===== src/rtl/ifetch_ctrl_pkg.sv =====
// Shared front-end definitions: fetch FSM states and the PC arithmetic
// constants used by the fetch controller and the next-PC selector.
package ifetch_ctrl_pkg;

  typedef enum logic [2:0] {
    ST_REQ,
    ST_WAIT,
    ST_HOLD,
    ST_DRAIN,
    ST_TRAP
  } fetch_state_e;

  localparam logic [31:0] CPU_NOP_INSTR = 32'h0000_0013;
  localparam logic [31:0] PC_INCR       = 32'd4;
  localparam logic [31:0] ALIGN_MASK    = 32'hFFFF_FFFC;

endpackage


===== src/rtl/ifetch_ctrl_pc_next_sel.sv =====
// Combinational next-PC selection: aligned redirect target, sequential PC+4,
// or hold. Also flags redirect targets whose bit 1 is set.
module pc_next_sel
  import ifetch_ctrl_pkg::*;
#(
  parameter int XLEN = 32
) (
  input  logic [XLEN-1:0] pc,
  input  logic            redirect_valid,
  input  logic [XLEN-1:0] redirect_target,
  input  logic            advance,
  output logic [XLEN-1:0] pc_next,
  output logic            misalign
);

  // Sign extension keeps the upper bits set should XLEN ever exceed 32.
  localparam logic [XLEN-1:0] MASK = XLEN'(signed'(ALIGN_MASK));

  always_comb begin
    misalign = redirect_valid && redirect_target[1];
    if (redirect_valid && !redirect_target[1]) begin
      pc_next = redirect_target & MASK;
    end else if (!redirect_valid && advance) begin
      pc_next = pc + XLEN'(PC_INCR);
    end else begin
      pc_next = pc;
    end
  end

endmodule


===== src/rtl/ifetch_ctrl.sv =====
// Instruction fetch controller: owns the PC, runs a single-outstanding
// IMEM request/response handshake and presents fetched words to decode.
module ifetch_ctrl
  import ifetch_ctrl_pkg::*;
#(
  parameter int              XLEN      = 32,
  parameter logic [XLEN-1:0] RESET_PC  = '0,
  parameter logic [XLEN-1:0] NOP_INSTR = XLEN'(CPU_NOP_INSTR)
) (
  input  logic            CLK,
  input  logic            RST,
  input  logic            REDIRECT_VALID,
  input  logic [XLEN-1:0] REDIRECT_TARGET,
  input  logic            STALL,
  output logic            IMEM_REQ,
  output logic [XLEN-1:0] IMEM_ADDR,
  input  logic            IMEM_GNT,
  input  logic            IMEM_RVALID,
  input  logic [XLEN-1:0] IMEM_RDATA,
  output logic            INSTR_VALID,
  output logic [XLEN-1:0] INSTR,
  output logic [XLEN-1:0] INSTR_PC,
  output logic            MISALIGN_EXC,
  output logic [XLEN-1:0] MISALIGN_ADDR
);

  fetch_state_e    state, state_next;
  logic [XLEN-1:0] pc, pc_next, req_addr;
  logic            misalign, deliver, drain_to_trap;

  assign deliver = (state == ST_WAIT) && IMEM_RVALID && !REDIRECT_VALID;

  pc_next_sel #(.XLEN(XLEN)) u_pc_next_sel (
    .pc              (pc),
    .redirect_valid  (REDIRECT_VALID),
    .redirect_target (REDIRECT_TARGET),
    .advance         (deliver),
    .pc_next         (pc_next),
    .misalign        (misalign)
  );

  // NOTE: reset is synchronous, so it lives inside the clocked block and every
  // state element is updated with non-blocking assignments only.
  always_ff @(posedge CLK) begin
    if (RST) state <= ST_REQ;
    else     state <= state_next;
  end

  always_comb begin
    state_next = state;
    unique case (state)
      ST_REQ: begin
        if (REDIRECT_VALID)  state_next = misalign ? ST_TRAP : (IMEM_GNT ? ST_DRAIN : ST_REQ);
        else if (IMEM_GNT)   state_next = ST_WAIT;
      end
      ST_WAIT: begin
        if (REDIRECT_VALID)   state_next = misalign ? ST_TRAP : (IMEM_RVALID ? ST_REQ : ST_DRAIN);
        else if (IMEM_RVALID) state_next = ST_HOLD;
      end
      ST_HOLD: begin
        if (REDIRECT_VALID) state_next = misalign ? ST_TRAP : ST_REQ;
        else if (!STALL)    state_next = ST_REQ;
      end
      ST_DRAIN: begin
        // The most recent redirect decides where the drained FSM lands.
        if (IMEM_RVALID) begin
          if (REDIRECT_VALID) state_next = misalign ? ST_TRAP : ST_REQ;
          else                state_next = drain_to_trap ? ST_TRAP : ST_REQ;
        end
      end
      ST_TRAP: begin
        if (REDIRECT_VALID && !misalign) state_next = ST_REQ;
      end
      default: state_next = ST_REQ;
    endcase
  end

  always_comb begin
    IMEM_REQ  = (state == ST_REQ) && !RST;
    IMEM_ADDR = pc;
  end

  always_ff @(posedge CLK) begin
    if (RST) begin
      pc            <= RESET_PC;
      req_addr      <= RESET_PC;
      drain_to_trap <= 1'b0;
      INSTR_VALID   <= 1'b0;
      INSTR         <= NOP_INSTR;
      INSTR_PC      <= '0;
      MISALIGN_EXC  <= 1'b0;
      MISALIGN_ADDR <= '0;
    end else begin
      pc <= pc_next;
      if (state == ST_REQ && IMEM_GNT && !REDIRECT_VALID) req_addr <= pc;

      if (state == ST_DRAIN && !IMEM_RVALID) begin
        if (REDIRECT_VALID) drain_to_trap <= misalign;
      end else begin
        drain_to_trap <= 1'b0;
      end

      if (REDIRECT_VALID) begin
        INSTR_VALID  <= 1'b0;
        INSTR        <= NOP_INSTR;
        MISALIGN_EXC <= misalign;
        if (misalign) MISALIGN_ADDR <= REDIRECT_TARGET;
      end else if (deliver) begin
        INSTR_VALID <= 1'b1;
        INSTR       <= IMEM_RDATA;
        INSTR_PC    <= req_addr;
      end else if (state == ST_HOLD && !STALL) begin
        INSTR_VALID <= 1'b0;
        INSTR       <= NOP_INSTR;
      end
    end
  end

endmodule


===== config.mk =====
export PLATFORM = sky130hd
export DESIGN_NAME = ifetch_ctrl
export DESIGN_NICKNAME = d
export VERILOG_FILES = /design/src/rtl/ifetch_ctrl_pkg.sv /design/src/rtl/ifetch_ctrl_pc_next_sel.sv /design/src/rtl/ifetch_ctrl.sv
export SDC_FILE = /design/constraint.sdc
export NUM_CORES = 1
export LEC_CHECK = 0
export CAP_MARGIN = 20
export CORE_MARGIN = 2
export CORE_UTILIZATION = 32
export DETAILED_ROUTE_END_ITERATION = 12
export DONT_BUFFER_PORTS = 1
export HOLD_SLACK_MARGIN = 0.05
export PLACE_DENSITY = 0.45
export SYNTH_ARGS = -nofsm -noshare
export SYNTH_HDL_FRONTEND = slang
export SYNTH_SLANG_ARGS = --single-unit

===== constraint.sdc =====
create_clock -name CLK -period 2.05 [get_ports CLK]
set_input_delay 0.41 -clock CLK [delete_from_list [all_inputs] [get_ports CLK]]
set_output_delay 0.41 -clock CLK [all_outputs]
set_load 0.05 [all_outputs]

==> reports/qor.txt <==
status -> finished, final reports clean
critical path arrival -> 2280 ps
VDD IR max -> 0.5255 mV
synthesized instance count -> 803
DR pass1 iterations -> 6
Nets -> 892
dpl cells -> 1062
final setup fails -> 0
non-filler cells, final -> 1099
Main synth FF type -> dfxtp_1
Worst-path clk slew -> 70 ps
ANT nets after route -> 0
share of cells above drive strength 1 -> 14.27%
ANT cells -> 0
later-pin clock latency in the skew report -> 420 ps
Int Pwr -> 5.235 mW
CTS sink cnt -> 160
fin area -> 7611 sq um
CTS root buf -> clkbuf_16
synthesized area per cell -> 7.992 sq um
Least-Margin Pin Slew -> 1105 ps
post-DR vias/cell -> 5.170
RSZ-0062 raised after global routing -> false
DIE WIDTH -> 145.6 um
clk_skew -> 10.62 ps
synth warn -> 0
CP delay by family, top -> simple AND/OR/NAND/NOR gates
final-report max-slew violation count -> 0
CTS tree -> done
routed len/inst -> 18.46 um
vias in the first global route -> 5399
H-tree depth -> 4
placed cell areas -> 6963 sq um
PortBufs -> 0
core outline area -> 19590 sq um
Final HPWL DP -> 14180 um
crit-path cells -> or3_4 -> or4_4 -> nor4_4 -> mux2_4 -> a21oi_2
Starting Density -> 32.76%
first-pass GRT wire length -> 31460 um
Pleak -> 2.646 nW
Post-CTS Setup Inserts -> 0
Max Freq -> 518.8 MHz
overall routing resource usage -> 18.89%
power share of the combinational group -> 8.8%
total power -> 7.263 mW
setup total negative slack -> 0 ps
post-synth cell types -> 54
number of DRC markers in iteration 0 -> 405
final wirelength -> 20290 um
# DRC -> 0
CP Buf/Inv Count -> 0
largest net degree at the start of global routing -> 106
Die Ht -> 145.6 um
final clock period utilization by the worst path -> 94.02%
GPL Wtd Cong -> 0.8184
startpoint class of the critical path -> flip-flop
WP data required -> 2400 ps
final hold violations -> 0
peak per-stage delay on the critical path -> 450 ps
Slew headroom -> 26.08%
crit-path max FO -> 3
DR vias -> 5682
sequential element share of the synthesized area -> 49.91%
asr flop ratio synth -> 0%
clock share of power -> 44.4%
PwrDens -> 954.2 nW/um^2
EDFF count, synth -> 0
Mapped Area -> 6417 sq um
Core Rows -> 51
grt ovf -> 0
Net Sw Frac -> 27.91%
Switching Power -> 2.027 mW
die area -> 21200 sq um
Sequential Power Share -> 46.8%
#FFs+latches synth -> 160
MaxCap Viol Count -> 0
Bufs on Longest Clock Path -> 2
kind of critical path -> reg2reg
CTS buffer count -> 17
initial antenna violation count -> 0
IO Pins -> 201
minimum clock period -> 1927 ps
CP Capture Type -> flip-flop
area delta synth->final -> 18.60%
Crit-path slowest cell -> or4_4
Hold Path Class -> in2reg
## worst paths after layout
kind	start	to	slack [ps]	cells past startpoint
worst max-delay path	state[1]	IMEM_ADDR[17]	120	5
worst min-delay path	RST	IMEM_ADDR[24]	100	1
worst max register to register	state[1]	IMEM_ADDR[17]	120	5
worst min register to register	req_addr[31]	INSTR_PC[31]	450	2
## per-stage QoR
| step | util, % | hold WS [ps] | setup slack (ps) |
|---|---|---|---|
| floorplan | - | 432.1 | -0.5712 |
| global placement | 35.54 | 434.6 | 103.3 |
| detailed placement | 35.54 | 436.0 | 49.65 |
| CTS | 38.78 | 50.30 | 95.88 |
| global route | 38.85 | 58.70 | 19.36 |
| finish | 38.85 | 98.78 | 122.5 |
## worst register-to-register path, stage by stage, from the launching register on
cell and delay [ps]:
dfxtp_1 310, or3_4 390, or4_4 450, nor4_4 240, mux2_4 330, a21oi_2 140
## what timing repair did
item	in CTS	in global routing
endpoints found under the hold margin	25	0
hold buffers	4	0
resized for setup	0	0
## power groups by stage
stage,Combinational [mW],Sequential [mW],Clock [mW]
4_1_cts,0.637,3.40,3.31
3_3_place_gp,0.604,3.47,0
2_1_floorplan,0.366,3.56,0
6_report,0.641,3.40,3.23
3_5_place_dp,0.617,3.47,0
5_1_grt,0.697,3.41,3.45
## cells by family (layout without fill, tap and decap cells)
| kind of cell | count (synthesis) | count (layout) | share of synthesized area, % |
|---|---|---|---|
| AO/OA/AOI/OAI | 210 | 210 | 18.83 |
| XOR/XNOR | 9 | 9 | 1.228 |
| adder cells (fa/ha/maj) | 1 | 1 | 0.1949 |
| buffers and inverters | 68 | 96 | 4.504 |
| flip-flops | 160 | 160 | 49.91 |
| multiplexers | 5 | 5 | 0.9163 |
| other | 1 | 4 | 0.05843 |
| AND/OR/NAND/NOR | 349 | 349 | 24.35 |
## Yosys cell counts (2+ instances only)
| master | number | area, sq um |
|---|---|---|
| clkbuf_1 | 48 | 180.2 |
| dfxtp_1 | 160 | 3203 |
| nand2_1 | 213 | 799.5 |
| buf_4 | 4 | 30.03 |
| and4_1 | 4 | 35.03 |
| inv_1 | 3 | 11.26 |
| a21oi_1 | 129 | 645.6 |
| a31oi_1 | 7 | 43.79 |
| o211ai_1 | 6 | 45.04 |
| o22ai_1 | 11 | 68.82 |
| or2_2 | 2 | 12.51 |
| and3_1 | 11 | 68.82 |
| a21boi_0 | 2 | 15.01 |
| nor3_1 | 7 | 35.03 |
| o21ai_0 | 13 | 65.06 |
| nor4_1 | 4 | 25.02 |
| or3_1 | 2 | 12.51 |
| nand3_1 | 11 | 55.05 |
| nand2b_1 | 5 | 31.28 |
| buf_2 | 9 | 45.04 |
| or4_1 | 2 | 15.01 |
| nor2_1 | 56 | 210.2 |
| and2_1 | 4 | 25.02 |
| a22oi_1 | 34 | 255.2 |
| xor2_1 | 8 | 70.07 |
| nand4_1 | 13 | 81.33 |
| mux2_2 | 3 | 33.78 |
| nand4b_1 | 2 | 17.52 |
| nor2b_1 | 3 | 18.77 |
| buf_1 | 3 | 11.26 |
## cells in the final DEF (no fill, tap or decap), types with 4 or more instances in the layout
master           n
o22ai_1         11
inv_6            4
clkinv_4         4
a31oi_1          7
and3_1          11
conb_1           4
nand2_1        213
o21ai_0         13
buf_4           55
dfxtp_2          7
xor2_1           8
and4_1           4
a22oi_1         34
dfxtp_1        150
and2_1           4
clkbuf_16       17
nand2b_1         5
dlygate4sd3_1    4
nor2_1          54
a21oi_1        128
o211ai_1         6
nand4_1         13
nand3_1         11
nor3_1           6
## registers in the layout, summed over array words and instances (netlist names)
| name | cells |
|---|---|
| INSTR | 32 |
| MISALIGN_EXC | 1 |
| INSTR_VALID | 1 |
| drain_to_trap | 1 |
| req_addr | 30 |
| MISALIGN_ADDR | 32 |
| INSTR_PC | 30 |
| state | 3 |
| IMEM_ADDR | 30 |
## layer usage
| layer | part of all wire [%] | GRT usage (%) | wire length, um | vias to the layer above |
|---|---|---|---|---|
| met5 | 0 | 0 | 0 | - |
| met4 | 1.2 | 5.343 | 252 | 0 |
| met3 | 8.5 | 6.301 | 1720 | 19 |
| met2 | 46 | 29.91 | 9257 | 246 |
| met1 | 45 | 24.67 | 9061 | 2632 |
| li1 | - | - | - | 2785 |
## cell type report
type	count	area [sq um]
Inverter	3	11.26
Sequential cell	160	3223
Clock inverter	14	153.9
Tap cell	265	331.6
Timing Repair Buffer	61	488.0
Clock buffer	18	439.2
Multi-Input combinational cell	578	2964
Fill cell	2075	11980
(Power assumes the default switching activity.)
